### config.mk
export PLATFORM = sky130hd
export DESIGN_NAME = bus_arbiter_decoder
export DESIGN_NICKNAME = d
export VERILOG_FILES = /design/src/rtl/bus_arbiter_decoder.sv
export SDC_FILE = /design/constraint.sdc
export NUM_CORES = 1
export LEC_CHECK = 0
export BUFFER_PORTS_ARGS = -buffer_cell sky130_fd_sc_hd__clkbuf_2
export CAP_MARGIN = 20
export CORE_AREA = 2 2 102 104
export DETAILED_ROUTE_END_ITERATION = 16
export DIE_AREA = 0 0 104 106
export GPL_TIMING_DRIVEN = 0
export PLACE_DENSITY = 0.56
export REMOVE_ABC_BUFFERS = 1
export SLEW_MARGIN = 20
export SYNTH_ARGS = -nofsm -noshare
export SYNTH_HDL_FRONTEND = slang
export SYNTH_SLANG_ARGS = --single-unit
### constraint.sdc
create_clock -name clk -period 2 [get_ports clk]
set_input_delay 0.4 -clock clk [delete_from_list [all_inputs] [get_ports clk]]
set_output_delay 0.4 -clock clk [all_outputs]
set_load 0.01 [all_outputs]
### src/rtl/bus_arbiter_decoder.sv
// bus_arbiter_decoder: two-master shared-bus arbiter with address decode and registered read return
module bus_arbiter_decoder (
   input  logic        clk,
   input  logic        reset,
   input  logic        M0_req,
   input  logic        M1_req,
   input  logic        M0_wr,
   input  logic        M1_wr,
   input  logic [7:0]  M0_address,
   input  logic [7:0]  M1_address,
   input  logic [31:0] M0_dout,
   input  logic [31:0] M1_dout,
   output logic        M0_grant,
   output logic        M1_grant,
   output logic        S_wr,
   output logic [7:0]  S_address,
   output logic [31:0] S_din,
   output logic        S0_sel,
   output logic        S1_sel,
   output logic        S2_sel,
   input  logic [31:0] S0_dout,
   input  logic [31:0] S1_dout,
   input  logic [31:0] S2_dout,
   output logic [31:0] M_din,
   output logic        bus_err
);
   typedef enum logic {M0_GNT, M1_GNT} state_t;
   typedef enum logic [1:0] {RD_S0, RD_S1, RD_S2, RD_NONE} rd_t;
   state_t state, state_next;
   rd_t rd_sel, rd_dec;
   logic unmapped;
   // grant register, parks on M0 out of reset
   always_ff @(posedge clk or posedge reset)
      if (reset) state <= M0_GNT;
      else state <= state_next;
   // M0 wins ties; M1 keeps the bus until it drops its request
   always_comb begin
      state_next = state;
      if (state == M0_GNT) state_next = (!M0_req && M1_req) ? M1_GNT : M0_GNT;
      else state_next = M1_req ? M1_GNT : M0_GNT;
   end
   assign M0_grant = (state == M0_GNT);
   assign M1_grant = (state == M1_GNT);
   // granted master drives the shared command lines
   always_comb begin
      S_wr      = M1_grant ? M1_wr      : M0_wr;
      S_address = M1_grant ? M1_address : M0_address;
      S_din     = M1_grant ? M1_dout    : M0_dout;
   end
   // address map: 0x00-0x0F S0, 0x10-0x1F S1, 0x20-0x7F S2, upper half unmapped
   always_comb begin
      S0_sel   = (S_address[7:4] == 4'h0);
      S1_sel   = (S_address[7:4] == 4'h1);
      S2_sel   = !S_address[7] && (S_address[6:5] != 2'b00);
      unmapped = S_address[7];
      rd_dec   = S0_sel ? RD_S0 : S1_sel ? RD_S1 : S2_sel ? RD_S2 : RD_NONE;
   end
   // remember which slave answers next cycle; flag an unmapped access one cycle late
   always_ff @(posedge clk or posedge reset)
      if (reset) begin
         rd_sel  <= RD_NONE;
         bus_err <= 1'b0;
      end else begin
         rd_sel  <= S_wr ? RD_NONE : rd_dec;
         bus_err <= unmapped;
      end
   // return the remembered slave's data to both masters
   always_comb begin
      M_din = 32'h0;
      if (rd_sel == RD_S0) M_din = S0_dout;
      else if (rd_sel == RD_S1) M_din = S1_dout;
      else if (rd_sel == RD_S2) M_din = S2_dout;
   end
endmodule

==> metrics.yaml, run 1 <==
status: "completed"
finalHoldViolCount: 0
ys_seq_elements: 4
grt_pass1_wl_um: 12320
finalSetupViolations: 0
avgSynthCellArea_um2: 9.756
start_kind: "register"
clkPwrFrac_pct: 17.7
max_clock_freq_mhz: 513.5
relSlewSlack_pct: 80.78
wl_um: 8443
antenna_found_initial: 0
area_growth_pct: 123.5
grt_max_degree: 21
slew_violations: 0
ctsRootBufferMaster: "clkbuf_8"
grt_pass1_vias: 2357
clock_latency_ns: 0.22
cap_violations: 0
met2_usage_pct: 27.68
synthArstFlopShare_pct: 100.0
n_antenna_cell: 0
use_met1_pct: 15.78
cp-startpoint: "rd_sel[0]$_DFF_PP1_"
finalWeightedCongestion: 0.7854
hold_path.class: "input pin to asynchronous set/reset pin"
drc: 0
synth_cells: 143
worstPathArrival_ns: 1.55
coreArea_um2: 10000
worst_slew_pin_slew_ns: 0.2883
grt-ovfl-total: 0
critPathKind: "register to output port"
skew_ns: 0.005416
ys_seq_area_share_pct: 7.354
die_h_um: 106
htreeDepth: 1
first_iter_violations: 46
nNetsFinal: 591
port_buffers: 260
tritoncts.num_buffers: 3
swShare_pct: 37.11
post_drt_wl_per_cell_um: 15.52
start_util_pct: 13.95
use_met3_pct: 2.698
worstPathRequired_ns: 1.60
route.vias.total: 2288
routed_via_density: 4.206
p_per_area_nw_per_um2: 327.2
total_power_w: 0.001020
die_area_um2: 11020
synth_ff_type: "dfstp_2"
ys_warn_count: 0
reg2reg_from: "M1_grant$_DFF_PP0_"
crit_fanout: 16
cts.path.max_buffers: 2
tritoncts: "built"
multi_input_comb_area_um2: 1236
p_leak_nw: 1.810
path_clk_slew_ns: 0.03
antenna_left: 0
drive_above_1_share_pct: 82.35
n_fill_cell: 1076
cts_sinks: 4
seq_power_share_pct: 9.7
busiest_layer: "met2"
die_w_um: 104
area.sequential_um2: 111.4
rows: 37
track_usage_pct: 14.08
fin_cells: 544
hpwl_um: 6571
fin_crit_sh_pct: 97.38
fin_crit_ns: 1.948
synth_edf_count: 0
power.switching_w: 0.0003786
syn_area_um2: 1395
hold_buffers: 0
firstDrtPassIters: 4
max-vdd-ir-drop_mv: 0.1397
dp.cells: 523
final.setup.tns_ns: 0
endpoint_kind: "output port"
synth.distinct_cells: 24
pin_count: 261
p_comb_share_pct: 72.6
p_int_w: 0.0006415
[sequential cells by signal, indices dropped and copies added, names as in the netlist]
register	count
bus_err	1
rd_sel	2
M1_grant	1
[routing by layer]
| layer | vias up | wire length [um] |
|---|---|---|
| li1 | 1105 | - |
| met1 | 1017 | 3105 |
| met2 | 161 | 4526 |
| met3 | 5 | 757 |
| met4 | 0 | 54 |
| met5 | - | 0 |
[area by class of cell]
cell class              instances  share of cell area [%]
repair buffers                277                   49.64
multi-input cells             121                   39.65
well taps                     136                   5.457
flip-flops and latches          4                   3.571
clock buffers                   4                   1.445
inverters                       2                  0.2408
[per-stage QoR]
stage | cell area [um^2] | util [%] | hold WS (ns) | setup slack (ns)
5_1_grt | 3118 | 31.18 | 0.04085 | -0.009511
2_1_floorplan | 1285 | - | 0.1646 | -0.6233
4_1_cts | 3110 | 31.11 | 0.03107 | 0.01648
3_3_place_gp | 2756 | 27.57 | 0.2612 | -1.491
6_report | 3118 | 31.18 | 0.02893 | 0.05240
3_5_place_dp | 2785 | 27.85 | 0.2623 | -0.4986
[power groups by stage]
stage               Sequential (W)  Clock (W)  Combinational (W)
detailed placement        0.000129          0           0.000622
finish                   0.0000993   0.000180           0.000741
global placement          0.000143          0           0.000599
global route              0.000101   0.000191           0.000801
CTS                      0.0000996   0.000183           0.000748
floorplan                 0.000132          0           0.000267
[kinds of logic (layout without fill, tap and decap cells)]
kind of cell / Yosys count / count (layout) / share of synthesized area [%]
flops: 4 / 4 / 7.354
buf+inv: 19 / 283 / 8.430
compound gates: 38 / 38 / 23.14
mux: 73 / 73 / 56.05
simple gates: 9 / 10 / 5.023
[Yosys cell counts, types with 2 or more instances]
cell type / count / area share, %
dfstp_2: 2 / 3.8
mux2i_1: 32 / 23
buf_2: 3 / 1.1
clkbuf_1: 3 / 0.81
dfrtp_1: 2 / 3.6
o2bb2ai_1: 32 / 20
inv_1: 2 / 0.54
nor3_1: 2 / 0.72
or3b_2: 2 / 1.3
buf_4: 9 / 4.8
mux2_2: 41 / 33
[critical path, cell delays in order (launching register included)]
cell	delay [ns]
dfstp_4	0.67
buf_4	0.16
nor2b_4	0.05
buf_12	0.14
o2bb2ai_1	0.15
clkbuf_2	0.14
[worst paths after layout]
| path | depth (start not counted) | endpoint | slack, ns |
|---|---|---|---|
| worst max register to register | 3 | rd_sel[1]$_DFF_PP1_ | 0.70 |
| worst max-delay path | 5 | M_din[17] | 0.05 |
| worst min-delay path | 2 | M1_grant$_DFF_PP0_ | 0.03 |
| max in group asynchronous | 2 | rd_sel[1]$_DFF_PP1_ | 1.75 |
| min in group clk | 2 | M1_grant$_DFF_PP0_ | 0.36 |
| worst min register to register | 2 | bus_err$_DFF_PP0_ | 0.77 |
[repair_timing]
| item | 4_1_cts | 5_1_grt |
|---|---|---|
| endpoints found under the hold margin | 0 | 0 |
| buffers inserted | 15 | 0 |
| setup endpoints to repair | 35 | 22 |
| pin swaps | 2 | 1 |
| gates cloned | 3 | 0 |
| resized for setup | 4 | 9 |
[layout by cell type (no fill, tap or decap), types with 2 or more instances in the layout]
cell and n:
nor2b_4 2, o2bb2ai_1 32, mux2_2 41, nor3_1 2, clkbuf_2 259, mux2i_4 2
mux2i_1 28, clkbuf_8 3, buf_4 8, buf_12 5, or3b_2 2, inv_1 2
dfstp_4 2, mux2i_2 2
(Power assumes the default switching activity.)
==> inputs of run 2 (changes only) <==
--- a/config.mk
+++ b/config.mk
@@ -5,6 +5,7 @@
 export SDC_FILE = /design/constraint.sdc
 export NUM_CORES = 1
 export LEC_CHECK = 0
+export ABC_CLOCK_PERIOD_IN_PS = 2000
 export BUFFER_PORTS_ARGS = -buffer_cell sky130_fd_sc_hd__clkbuf_2
 export CAP_MARGIN = 20
 export CORE_AREA = 2 2 102 104
==> constraint.sdc (replaced) <==
create_clock -name clk -period 2 [get_ports clk]
set_input_delay 0.2 -clock clk [delete_from_list [all_inputs] [get_ports clk]]
set_output_delay 0.2 -clock clk [all_outputs]
set_load 0.01 [all_outputs]
==> run 2 against run 1 <==
- routed wire length down 6.0%
- count of clock-buffer cells in the layout unchanged
- sequential power about the same
- via count down 2.4%
- worst setup slack better by 0.080 ns
- utilization down 0.95 points
- critical path depth down 1
- cell area down 3.0%
- fmax up 4.3%
- power down 3.2%
- flip-flop and latch count unchanged
- global-route usage down 0.95 points
- critical endpoint is now S1_sel
- largest cell class unchanged
==> metrics.yaml, run 2 (synthesis gave the netlist of run 1 again) <==
rsz0062_at_grt: "false"
n_fill_cell: 1082
status: "completed"
clock_latency_ns: 0.22
max_clock_freq_mhz: 535.3
worst_slew_pin_slew_ns: 0.2328
critPathKind: "register to output port"
post_dp_cell_area_um2: 2785
slowest_delay_ns: 0.54
final.setup.tns_ns: 0
antenna_found_initial: 0
p_per_area_nw_per_um2: 326.8
grt_pass1_vias: 2292
antenna_left: 0
grt_pass1_wl_um: 11630
nNetsFinal: 586
slowest_stage: "or4_4"
fin_util_pct: 30.23
routed_via_density: 4.143
die_h_um: 106
skew_ns: 0.005814
setup_ws_ns: 0.1320
rrSetupSlack_ns: 0.60
area_growth_pct: 116.7
final_cell_mix: "clkbuf_2 (260), mux2_2 (41), mux2i_1 (32), o2bb2ai_1 (32)"
p_leak_nw: 1.789
route.vias.total: 2233
relSlewSlack_pct: 84.04
first_iter_violations: 53
endpoint_kind: "output port"
drive_above_1_share_pct: 80.40
n_antenna_cell: 0
rows: 37
hold_path.class: "input pin to register"
path_clk_slew_ns: 0.03
post-place-ws_ns: -0.2986
grt_max_degree: 35
cts_sinks: 4
worstPathCellList: "buf_4, or4_4, a21boi_1, clkbuf_2"
max-vdd-ir-drop_mv: 0.1353
port_buffers: 260
hpwl_um: 6571
postLayoutCellArea_um2: 3023
tritoncts.num_buffers: 3
grt-ovfl-total: 0
path_buf_inv: 2
cts.path.max_buffers: 2
slew_violations: 0
top_register: "rd_sel"
finalHoldViolCount: 0
pin_count: 261
start_kind: "register"
worstPathArrival_ns: 1.67
ctsRootBufferMaster: "clkbuf_8"
finalWeightedCongestion: 0.7854
htreeDepth: 1
post_drt_wl_per_cell_um: 14.72
fin_crit_ns: 1.868
finalSetupViolations: 0
layout_commonest_cell: "clkbuf_2"
fin_crit_sh_pct: 93.40
largest_reg_flops: 2
worstPathRequired_ns: 1.80
critical-path-top-delay-family: "simple AND/OR/NAND/NOR gates"
tritoncts: "built"
die_area_um2: 11020
crit_fanout: 5
track_usage_pct: 13.14
start_util_pct: 13.95
coreArea_um2: 10000
cap_violations: 0
firstDrtPassIters: 4
wl_um: 7934
die_w_um: 104
drc: 0
run 2: final timing paths:
| kind | startpoint | to | cells after the start |
|---|---|---|---|
| setup / recovery | M1_grant$_DFF_PP0_ | S1_sel | 4 |
| hold / removal | M0_req | M1_grant$_DFF_PP0_ | 2 |
| min in group asynchronous | reset | M1_grant$_DFF_PP0_ | 3 |
| max in group asynchronous | reset | rd_sel[1]$_DFF_PP1_ | 3 |
| setup reg to reg | M1_grant$_DFF_PP0_ | rd_sel[1]$_DFF_PP1_ | 3 |
| hold reg to reg | M1_grant$_DFF_PP0_ | M1_grant$_DFF_PP0_ | 2 |
run 2: final cells by class:
type / count / area (um^2) / area share (%)
Timing Repair Buffer: 272 / 1493 / 49.38
Multi-Input combinational cell: 121 / 1196 / 39.57
Tap cell: 136 / 170.2 / 5.629
Sequential cell: 4 / 111.4 / 3.684
Clock buffer: 4 / 45.04 / 1.490
Inverter: 2 / 7.507 / 0.2483
run 2: timing repair:
item                                    in CTS  in global routing
endpoints found under the setup margin      34                 11
hold endpoints to repair                     2                  0
setup buffers                                3                  6
cloned                                       2                  0
gates resized for setup                      3                  0
hold buffers                                 1                  0
run 2: power breakdown:
group	total (W)	internal (W)	switching (W)
Combinational	0.000707	0.000396	0.000311
Sequential	0.000101	0.0000904	0.0000107
Clock	0.000180	0.000136	0.0000433
run 2: stage by stage:
step           hold WS [ns]  power (W)  cells
2_1_floorplan      -0.03537  0.0003992    126
3_3_place_gp        0.06118  0.0007417    522
3_5_place_dp        0.06230  0.0007511    523
4_1_cts              0.1624  0.0009856    533
5_1_grt              0.1703   0.001060    539
6_report             0.1594  0.0009878    539
run 2: metal layers:
layer	vias up	global-route usage, %	wire length (um)
li1	1094	-	-
met1	971	15.00	2965
met2	163	25.23	4150
met3	5	2.698	764
met4	0	2.510	54
met5	-	0	0
==> inputs of run 3 (changes only) <==
--- a/config.mk
+++ b/config.mk
@@ -11,7 +11,6 @@
 export CORE_AREA = 2 2 102 104
 export DETAILED_ROUTE_END_ITERATION = 16
 export DIE_AREA = 0 0 104 106
-export GPL_TIMING_DRIVEN = 0
 export PLACE_DENSITY = 0.56
 export REMOVE_ABC_BUFFERS = 1
 export SLEW_MARGIN = 20
==> run 3 against run 2 <==
- utilization is 1.5 points lower
- cell count is 1.3% lower
- critical path type unchanged
- fmax grew 1.5%
- largest cell class unchanged
- power is 5.7% lower
- via count shrank 1.6%
- register-to-register slack hardly changed
- sequential power hardly changed
- non-clock buffer count decreased by 6
- first-iteration DRC count shrank 3.8%
- sequential share of layout area fell by 0.075 points
- critical path depth did not move
==> metrics.yaml, run 3 (synthesis gave the netlist of run 1 again) <==
n_antenna_cell: 0
crit_fanout: 8
wl_um: 7324
worstPathCellList: "buf_4, mux2i_1, o2bb2ai_1, clkbuf_2"
rsz0062_at_grt: "false"
track_usage_pct: 12.41
dp.cells: 527
first_iter_violations: 51
n_fill_cell: 1057
cts_resized: 0
skew_ns: 0.009125
use_met3_pct: 2.636
finalWeightedCongestion: 0.7938
cp-startpoint: "rd_sel[0]$_DFF_PP1_"
top_register: "rd_sel"
multi_input_comb_area_um2: 1177
slew_violations: 0
antenna_found_initial: 0
slowest_delay_ns: 0.69
clock_latency_ns: 0.22
largest_reg_flops: 2
route.vias.total: 2197
port_buffers: 260
critPathKind: "register to output port"
relSlewSlack_pct: 77.61
worstPathArrival_ns: 1.64
drc: 0
start_util_pct: 13.95
coreArea_um2: 10000
cts_sinks: 4
hp-start: "M0_req"
rrSetupSlack_ns: 0.60
final.setup.tns_ns: 0
final_cell_mix: "clkbuf_2 (260), mux2_2 (41), mux2i_1 (32), o2bb2ai_1 (32)"
tritoncts: "built"
p_per_area_nw_per_um2: 323.8
rows: 37
path_clk_slew_ns: 0.04
finalHoldViolCount: 0
max_clock_freq_mhz: 543.2
hold_path.class: "input pin to register"
post-place-ws_ns: 0.3811
busiest_layer: "met2"
ctsRootBufferMaster: "clkbuf_8"
grt_pass1_vias: 2240
rr_worst_depth: 3
endpoint_kind: "output port"
cts.path.max_buffers: 2
nNetsFinal: 579
firstDrtPassIters: 3
min_path_cells: 2
cap_violations: 0
htreeDepth: 1
max-vdd-ir-drop_mv: 0.1588
die_area_um2: 11020
fin_util_pct: 28.78
tritoncts.num_buffers: 3
p_leak_nw: 1.711
use_met1_pct: 14.33
die_h_um: 106
antenna_left: 0
postLayoutCellArea_um2: 2878
finalSetupViolations: 0
post_drt_wl_per_cell_um: 13.77
post_dp_cell_area_um2: 2823
grt_max_degree: 39
worstPathRequired_ns: 1.80
fin_crit_ns: 1.841
layout_commonest_cell: "clkbuf_2"
slowest_stage: "dfstp_2"
setup_ws_ns: 0.1592
grt-ovfl-total: 0
hpwl_um: 6679
area.sequential_um2: 103.9
r2r-end: "rd_sel[1]$_DFF_PP1_"
met2_usage_pct: 23.73
routed_via_density: 4.130
pin_count: 261
drive_above_1_share_pct: 80.05
reg2reg_from: "M1_grant$_DFF_PP0_"
fin_cells: 532
die_w_um: 104
grt_pass1_wl_um: 11150
worst_slew_pin_slew_ns: 0.3358
area_growth_pct: 106.3
min_to: "M1_grant$_DFF_PP0_"
start_kind: "register"
status: "completed"
fin_crit_sh_pct: 92.04
==> run 3: cell type report <==
class	count	area share, %
repair buffers	266	47.74
clock buffers	4	1.565
multi-input cells	120	40.91
inverters	2	0.2609
flip-flops and latches	4	3.609
well taps	136	5.913
==> run 3: per-layer routing <==
layer  up-vias  routed length, um
li1       1081                  -
met2       158               3755
met5         -                  0
met4         0                 56
met1       954               2769
met3         4                743
==> run 3: critical path, delay by kind of cell (launching register included) <==
family                 cells  cell delay (ns)
AO/OA/AOI/OAI              1             0.10
buffers and inverters      2             0.38
flip-flops                 1             0.69
multiplexers               1             0.24
==> run 3: timing repair <==
item	in CTS	in global routing
hold endpoints to repair	2	0
hold buffers	1	0
setup buffers	0	0
==> run 3: through the flow <==
step | power, W | hold slack, ns
after CTS | 0.0009499 | 0.1570
after detailed placement | 0.0007595 | 0.07398
after global routing | 0.001008 | 0.1719
final | 0.0009317 | 0.1628
after global placement | 0.0007555 | 0.07877
after floorplan | 0.0003992 | -0.03537
==> run 3: worst max path at each step <==
| stage | to | slack (ns) |
|---|---|---|
| floorplan | M_din[0] | -0.42 |
| global placement | M_din[24] | 0.37 |
| detailed placement | M_din[24] | 0.38 |
| CTS | M_din[24] | 0.14 |
| global route | M_din[1] | 0.09 |
| finish | M_din[1] | 0.16 |
==> run 3: power breakdown <==
part	switching (W)	total [W]	internal, W
Sequential	0.0000134	0.000102	0.0000891
Combinational	0.000293	0.000651	0.000359
Clock	0.0000419	0.000178	0.000136
Total	0.000348	0.000932	0.000584
